==> src/rtl/dht22_ctrl.sv <==
`timescale 1ns/1ps
// dht22_ctrl - single-wire controller for the DHT22 humidity/temperature
// sensor. Emulates an open-drain pin on a tri-state GPIO triple: dq_o is
// tied low and only dq_t toggles, so the line is either pulled low by the
// host or released to the external pull-up.
//
// A start request runs one full conversion: host start pulse, sensor
// response, 40-bit read, checksum test. Good reads update humidity and
// temperature; failures raise sticky error flags instead.
//
// Ports:
//   clk          system clock
//   resetn       asynchronous active-low reset
//   start        single-cycle request, honoured only when idle
//   dq_i         raw (asynchronous) sensor line
//   dq_o         line drive value, constant 0
//   dq_t         tri-state enable, 1 = release, 0 = drive low
//   busy         conversion in progress
//   done         one-cycle pulse at the end of every conversion
//   humidity     RH x10 from the last good read
//   temperature  sign-magnitude degC x10 (bit 15 = sign), last good read
//   chk_err      checksum mismatch, sticky until next accepted start
//   tmo_err      edge timeout, sticky until next accepted start
//
// Optional feature: define DHT22_HOLDOFF_EN to add a HOLDOFF_MS quiet
// period after every conversion during which busy stays high and start
// is ignored.
module dht22_ctrl #(
  parameter int CLK_FREQ_HZ   = 100000000,
  parameter int START_LOW_US  = 1100,
  parameter int BIT_THRESH_US = 48,
  parameter int TIMEOUT_US    = 255
`ifdef DHT22_HOLDOFF_EN
  , parameter int HOLDOFF_MS  = 2000
`endif
) (
  input  logic        clk,
  input  logic        resetn,
  input  logic        start,
  input  logic        dq_i,
  output logic        dq_o,
  output logic        dq_t,
  output logic        busy,
  output logic        done,
  output logic [15:0] humidity,
  output logic [15:0] temperature,
  output logic        chk_err,
  output logic        tmo_err
);

  localparam int CLK_PER_US = (CLK_FREQ_HZ / 1000000 < 1) ? 1 : CLK_FREQ_HZ / 1000000;

  typedef enum logic [3:0] {
    S_IDLE,
    S_START_LOW,
    S_RELEASE,
    S_RESP_LOW,
    S_RESP_HIGH,
    S_BIT_LOW,
    S_BIT_HIGH,
    S_CHECK,
    S_FINISH,
    S_FAIL,
    S_HOLDOFF
  } state_t;

  state_t      state, state_nx;
  logic        dq_p0, dq_p1, dq_p2;
  logic [15:0] presc;
  logic        tick;
  logic [7:0]  us_cnt;
  logic [10:0] start_cnt;
  logic [5:0]  bit_cnt;
  logic [39:0] shreg;
  logic        rise, fall, tmo, bit_val, sum_ok;
  logic [7:0]  sum;
`ifdef DHT22_HOLDOFF_EN
  logic [9:0]  hold_us;
  logic [15:0] hold_ms;
  logic        hold_last;
`endif

  function automatic logic [7:0] sat_inc8(input logic [7:0] v);
    return (v == 8'hFF) ? v : v + 8'd1;
  endfunction

  assign dq_o = 1'b0;

  // ---- p0/p1: two-flop synchronizer; p2: previous synced value for edges
  always_ff @(posedge clk or negedge resetn) begin
    if (!resetn) begin
      dq_p0 <= 1'b1;
      dq_p1 <= 1'b1;
      dq_p2 <= 1'b1;
    end else begin
      dq_p0 <= dq_i;
      dq_p1 <= dq_p0;
      dq_p2 <= dq_p1;
    end
  end

  assign rise    = dq_p1 & ~dq_p2;
  assign fall    = ~dq_p1 & dq_p2;
  assign tick    = (presc == 16'(CLK_PER_US - 1));
  assign tmo     = (us_cnt == 8'(TIMEOUT_US));
  assign bit_val = (us_cnt >= 8'(BIT_THRESH_US));
  assign sum     = shreg[39:32] + shreg[31:24] + shreg[23:16] + shreg[15:8];
  assign sum_ok  = (sum == shreg[7:0]);
`ifdef DHT22_HOLDOFF_EN
  assign hold_last = tick && (hold_us == 10'd999) && (hold_ms == 16'(HOLDOFF_MS - 1));
`endif

  // ---- next-state logic
  always_comb begin
    state_nx = state;
    case (state)
      S_IDLE:      if (start) state_nx = S_START_LOW;
      S_START_LOW: if (tick && start_cnt == 11'(START_LOW_US - 1)) state_nx = S_RELEASE;
      // Right after release the synchronizer still shows the host's own low
      // for a couple of cycles, so the sensor reply is taken as a falling
      // edge rather than a plain low level.
      S_RELEASE:   if (fall) state_nx = S_RESP_LOW;
                   else if (tmo) state_nx = S_FAIL;
      S_RESP_LOW:  if (rise) state_nx = S_RESP_HIGH;
                   else if (tmo) state_nx = S_FAIL;
      S_RESP_HIGH: if (fall) state_nx = S_BIT_LOW;
                   else if (tmo) state_nx = S_FAIL;
      S_BIT_LOW:   if (rise) state_nx = S_BIT_HIGH;
                   else if (tmo) state_nx = S_FAIL;
      S_BIT_HIGH:  if (fall) state_nx = (bit_cnt == 6'd39) ? S_CHECK : S_BIT_LOW;
                   else if (tmo) state_nx = S_FAIL;
      S_CHECK:     state_nx = S_FINISH;
`ifdef DHT22_HOLDOFF_EN
      S_FINISH,
      S_FAIL:      state_nx = S_HOLDOFF;
      S_HOLDOFF:   if (hold_last) state_nx = S_IDLE;
`else
      S_FINISH,
      S_FAIL:      state_nx = S_IDLE;
`endif
      default:     state_nx = S_IDLE;
    endcase
  end

  // ---- state, timers and registered outputs
  always_ff @(posedge clk or negedge resetn) begin
    if (!resetn) begin
      state       <= S_IDLE;
      presc       <= '0;
      us_cnt      <= '0;
      start_cnt   <= '0;
      bit_cnt     <= '0;
      shreg       <= '0;
      dq_t        <= 1'b1;
      busy        <= 1'b0;
      done        <= 1'b0;
      humidity    <= '0;
      temperature <= '0;
      chk_err     <= 1'b0;
      tmo_err     <= 1'b0;
`ifdef DHT22_HOLDOFF_EN
      hold_us     <= '0;
      hold_ms     <= '0;
`endif
    end else begin
      state <= state_nx;

      // Tick phase and us counter restart on every state change so each
      // phase is measured from its own entry.
      if (state_nx != state) begin
        presc  <= '0;
        us_cnt <= '0;
      end else if (tick) begin
        presc  <= '0;
        us_cnt <= sat_inc8(us_cnt);
      end else begin
        presc  <= presc + 16'd1;
      end

      if (state != S_START_LOW) start_cnt <= '0;
      else if (tick)            start_cnt <= start_cnt + 11'd1;

`ifdef DHT22_HOLDOFF_EN
      if (state != S_HOLDOFF) begin
        hold_us <= '0;
        hold_ms <= '0;
      end else if (tick) begin
        if (hold_us == 10'd999) begin
          hold_us <= '0;
          hold_ms <= hold_ms + 16'd1;
        end else begin
          hold_us <= hold_us + 10'd1;
        end
      end
      busy <= (state_nx != S_IDLE);
`else
      busy <= !(state_nx inside {S_IDLE, S_FINISH, S_FAIL});
`endif
      dq_t <= (state_nx != S_START_LOW);
      done <= (state_nx == S_FINISH) || (state_nx == S_FAIL);

      if (state == S_IDLE && start) begin
        chk_err <= 1'b0;
        tmo_err <= 1'b0;
        shreg   <= '0;
        bit_cnt <= '0;
      end

      if (state == S_BIT_HIGH && fall) begin
        shreg   <= {shreg[38:0], bit_val};
        bit_cnt <= bit_cnt + 6'd1;
      end

      if (state == S_CHECK) begin
        if (sum_ok) begin
          humidity    <= shreg[39:24];
          temperature <= shreg[23:8];
        end else begin
          chk_err     <= 1'b1;
        end
      end

      // Only timeouts lead to FAIL; any partial frame is dropped there.
      if (state_nx == S_FAIL && state != S_FAIL) tmo_err <= 1'b1;
      if (state_nx == S_FINISH || state_nx == S_FAIL) bit_cnt <= '0;
    end
  end

endmodule
==> config.mk <==
export PLATFORM = sky130hd
export DESIGN_NAME = dht22_ctrl
export DESIGN_NICKNAME = d
export VERILOG_FILES = /design/src/rtl/dht22_ctrl.sv
export SDC_FILE = /design/constraint.sdc
export NUM_CORES = 1
export LEC_CHECK = 0
export CAP_MARGIN = 40
export CORE_ASPECT_RATIO = 0.75
export CORE_UTILIZATION = 30
export DETAILED_ROUTE_END_ITERATION = 10
export SLEW_MARGIN = 20
export SYNTH_ARGS = -nofsm -noshare
export SYNTH_HDL_FRONTEND = slang
export SYNTH_SLANG_ARGS = --single-unit
==> constraint.sdc <==
create_clock -name clk -period 4.1 [get_ports clk]
set_input_delay 0.82 -clock clk [delete_from_list [all_inputs] [get_ports clk]]
set_output_delay 0.82 -clock clk [all_outputs]
set_load 0.02 [all_outputs]
==> impl_metrics.csv <==
group,metric,value,unit
drt,drt-initial-drc-count,245,
synthesis,ys_top_cells_by_area,"dfrtp_1 (51%), mux2_2 (5.7%), a22o_1 (5.0%)",
synthesis,synth_cell_type_count,56,
clock_tree,root_buffer,"clkbuf_16",
clock_tree,htree_levels,4,
cells_and_area,layout-drive-gt1-share,14.1,%
drt,wl_per_cell,15.2,µm
power_and_ir_drop,p_int,0.00225,W
place,port_buffers,40,
drt,drc,0,
clock_tree,clkSlewWorstSetupHoldPaths,60,ps
setup_path,crit_type,"flop to flop",
floorplan,dieWidth,164,µm
synthesis,synth_top_area_cell,"dfrtp_1",
cells_and_area,fin_nets,584,
sta,fin_crit,3870,ps
worst_hold_path,hold_path_class,"primary input to asynchronous set/reset pin",
floorplan,fp.dieH,124,µm
place,dpl.hpwl,8350,µm
synthesis,yosysWarningCount,0,
setup_path,critPathSlowestCell,"fa_1",
drt,first_pass_iters,4,
synthesis,syn_inst,506,
place,place_congestion,0.815,
setup_path,crit_path_start_kind,"flop",
setup_path,cp-end-kind,"flop",
synthesis,synthTopCellsByCount,"dfrtp_1 (121), nor2_1 (49), a22o_1 (34)",
synthesis,ys.flop_type,"dfrtp_1",
synthesis,ys_async_sr_fraction,100,%
setup_path,max_stage_delay,550,ps
setup_path,crit_buf_inv,5,
sta,rsz0062_at_grt,"no",
power_and_ir_drop,switching_share,19.9,%
synthesis,synth.cell_area,0.00591,mm²
cells_and_area,num_antenna_cells,0,
floorplan,dieArea,0.0203,mm²
synthesis,ys_seq_elements,125,
power_and_ir_drop,irDropWorstVdd,0.204,mV
synthesis,synth_top_area_share,51.2,%
sta,drv_slew,0,
sta,slew_headroom,62.9,%
power_and_ir_drop,p_seq_share,44.1,%
drt,drtAntennaViolNets,0,
status,status,"finished clean",
sta,fin_setup_tns,0,ps
run,maxCapViolCount,0,
power_and_ir_drop,cellPowerDensity,386,mW/mm²
sta,timing_worst_slew_pin_value,556,ps
setup_path,required,4400,ps
synthesis,synth_nets,536,
power_and_ir_drop,p_switching,0.000559,W
synthesis,synth_edf_count,0,
clock_tree,cts_tree,"done",
setup_path,crit_chain,"fa_1, inv_1, fa_1, inv_1, ha_1, inv_1, fa_1, nand2b_1, a21oi_1, a31oi_1, xnor2_1, nor4_4, buf_4, buf_4, mux2_2",
grt,grt_pass1_wl,20600,µm
floorplan,design.core.area,0.0193,mm²
setup_path,crit_arrival,4170,ps
power_and_ir_drop,power,0.00281,W
sta,setup_viol,0,
synthesis,seq_area_frac_synth,53.0,%
floorplan,io-pin-count,42,
clock_tree,cts_sinks,125,
clock_tree,cts_made_buffers,17,
power_and_ir_drop,pwr-share-comb,1.2,%
synthesis,yosysMostFrequentCell,"dfrtp_1",
clock_tree,clock_path_buffers,2,
floorplan,start_util,30.6,%
drt,vias,3973,
grt,grt_pass1_vias,4025,
grt,grt_max_degree,51,
cells_and_area,area_delta_synth_final,23.2,%
sta,hold_viol,0,
grt,antenna_found_initial,0,
power_and_ir_drop,leakagePower,3.37,nW
sta,fin_skew,8.71,ps
sta,fin_crit_sh,94.4,%
setup_path,critPathMaxFanout,6,
grt,track_usage,13.3,%
sta,fmax,0.258,GHz
clock_tree,insertion_delay,410,ps
floorplan,rows,44,
drt,viasPerCell,4.85,
power_and_ir_drop,clock_power_share,54.7,%
synthesis,syn_area_per_cell,11.7,µm²
drt,finalWirelength,12500,µm
setup_path,cp_top_family,"adder cells",
grt,grt-ovfl-total,0,
## repair_timing
item	CTS	global route
endpoints found under the hold margin	0	0
resized for setup	0	1
setup buffers	0	2
setup endpoints to repair	0	32
hold buffers	0	0
## through the flow
step,util (%),instances,cell area [µm²],setup slack [ps],hold WS (ps)
5_1_grt,37.7,820,7280,10.5,354
6_report,37.7,820,7280,229,343
3_3_place_gp,34.0,783,6580,215,349
3_5_place_dp,34.2,784,6600,130,349
4_1_cts,37.3,816,7220,121,348
2_1_floorplan,-,506,5910,371,345
## path summary, 6_finish.rpt
kind	slack [ps]	cells past startpoint	endpoint	from
setup / recovery	230	15	humidity[8]	shreg[9]
setup reg to reg	230	15	humidity[8]	shreg[9]
hold reg to reg	350	0	dq_p1	dq_p0
hold / removal	340	1	temperature[3]	resetn
min in group clk	350	0	dq_p1	dq_p0
max in group asynchronous	3090	2	dq_p0	resetn
## cell type report
| cell class | instances | area (µm²) |
|---|---|---|
| fill | 1821 | 12000 |
| sequential | 125 | 3130 |
| multi-input combinational | 342 | 2600 |
| timing repair buffer | 50 | 543 |
| clock buffer | 23 | 478 |
| tap | 253 | 317 |
| clock inverter | 9 | 135 |
| inverter | 18 | 67.6 |
## worst register-to-register path, delay by kind of cell, from the launching register on
kind | cells | cell delay [ps]
adder cells (fa/ha/maj) | 4 | 1550
buffers and inverters | 5 | 510
flip-flops | 1 | 420
AND/OR/NAND/NOR | 2 | 410
multiplexers | 1 | 340
AO/OA/AOI/OAI | 2 | 340
XOR/XNOR | 1 | 180
## registers in the layout, summed over array words and instances (netlist names), 4 cells and up
name         flops
bit_cnt          6
humidity        16
presc           16
shreg           40
start_cnt       11
state            4
temperature     16
us_cnt           8
## power groups by stage
| stage | clock [W] | combinational, W | sequential [W] |
|---|---|---|---|
| detailed placement | 0 | 0.0000369 | 0.00126 |
| global route | 0.00163 | 0.0000407 | 0.00124 |
| floorplan | 0 | 0.00000342 | 0.00126 |
| global placement | 0 | 0.0000322 | 0.00126 |
| CTS | 0.00157 | 0.0000370 | 0.00124 |
| finish | 0.00154 | 0.0000347 | 0.00124 |
## per-layer routing
metal	GRT usage [%]	share of wire, %
met1	18.7	50
met5	0	0
met4	5.44	1.1
met2	19.1	44
met3	3.79	4.6
## cell usage in the layout, fill, tap and decap left out, types with 3 or more instances in the layout
cell             count
and2_1               6
a211oi_1             3
a22o_1              34
mux2_2              30
ha_1                12
nand3b_1             3
fa_1                14
clkbuf_16           18
mux2_1               3
clkinvlp_4           3
inv_1               18
and3_1               7
and4_1               4
xor2_1              27
clkbuf_8             3
nand4_1              8
nor2_1              49
nand3_1             19
clkdlybuf4s50_1     39
xnor2_1             19
bufinv_16            3
dfstp_2              4
nor3_1               6
or3_1                4
o21ai_0             15
clkbuf_1             3
buf_4                6
nand2_1             31
nor4_1               3
nor2b_1              4
a21oi_1              9
dfrtp_1            121
## logic make-up (layout without fill, tap and decap cells)
| family | count (synthesis) | in the layout | share of synthesized area (%) |
|---|---|---|---|
| and+or+nand+nor | 161 | 161 | 14.2 |
| DFF | 125 | 125 | 53.0 |
| AOI/OAI and AO/OA | 74 | 74 | 9.17 |
| xor gates and xnor gates | 46 | 46 | 6.82 |
| buffers and inverters | 39 | 100 | 3.01 |
| muxes | 34 | 34 | 6.46 |
| adders and majority gates | 26 | 26 | 7.29 |
| other | 1 | 1 | 0.0635 |
Note: power is estimated with default switching activity, not from simulation.
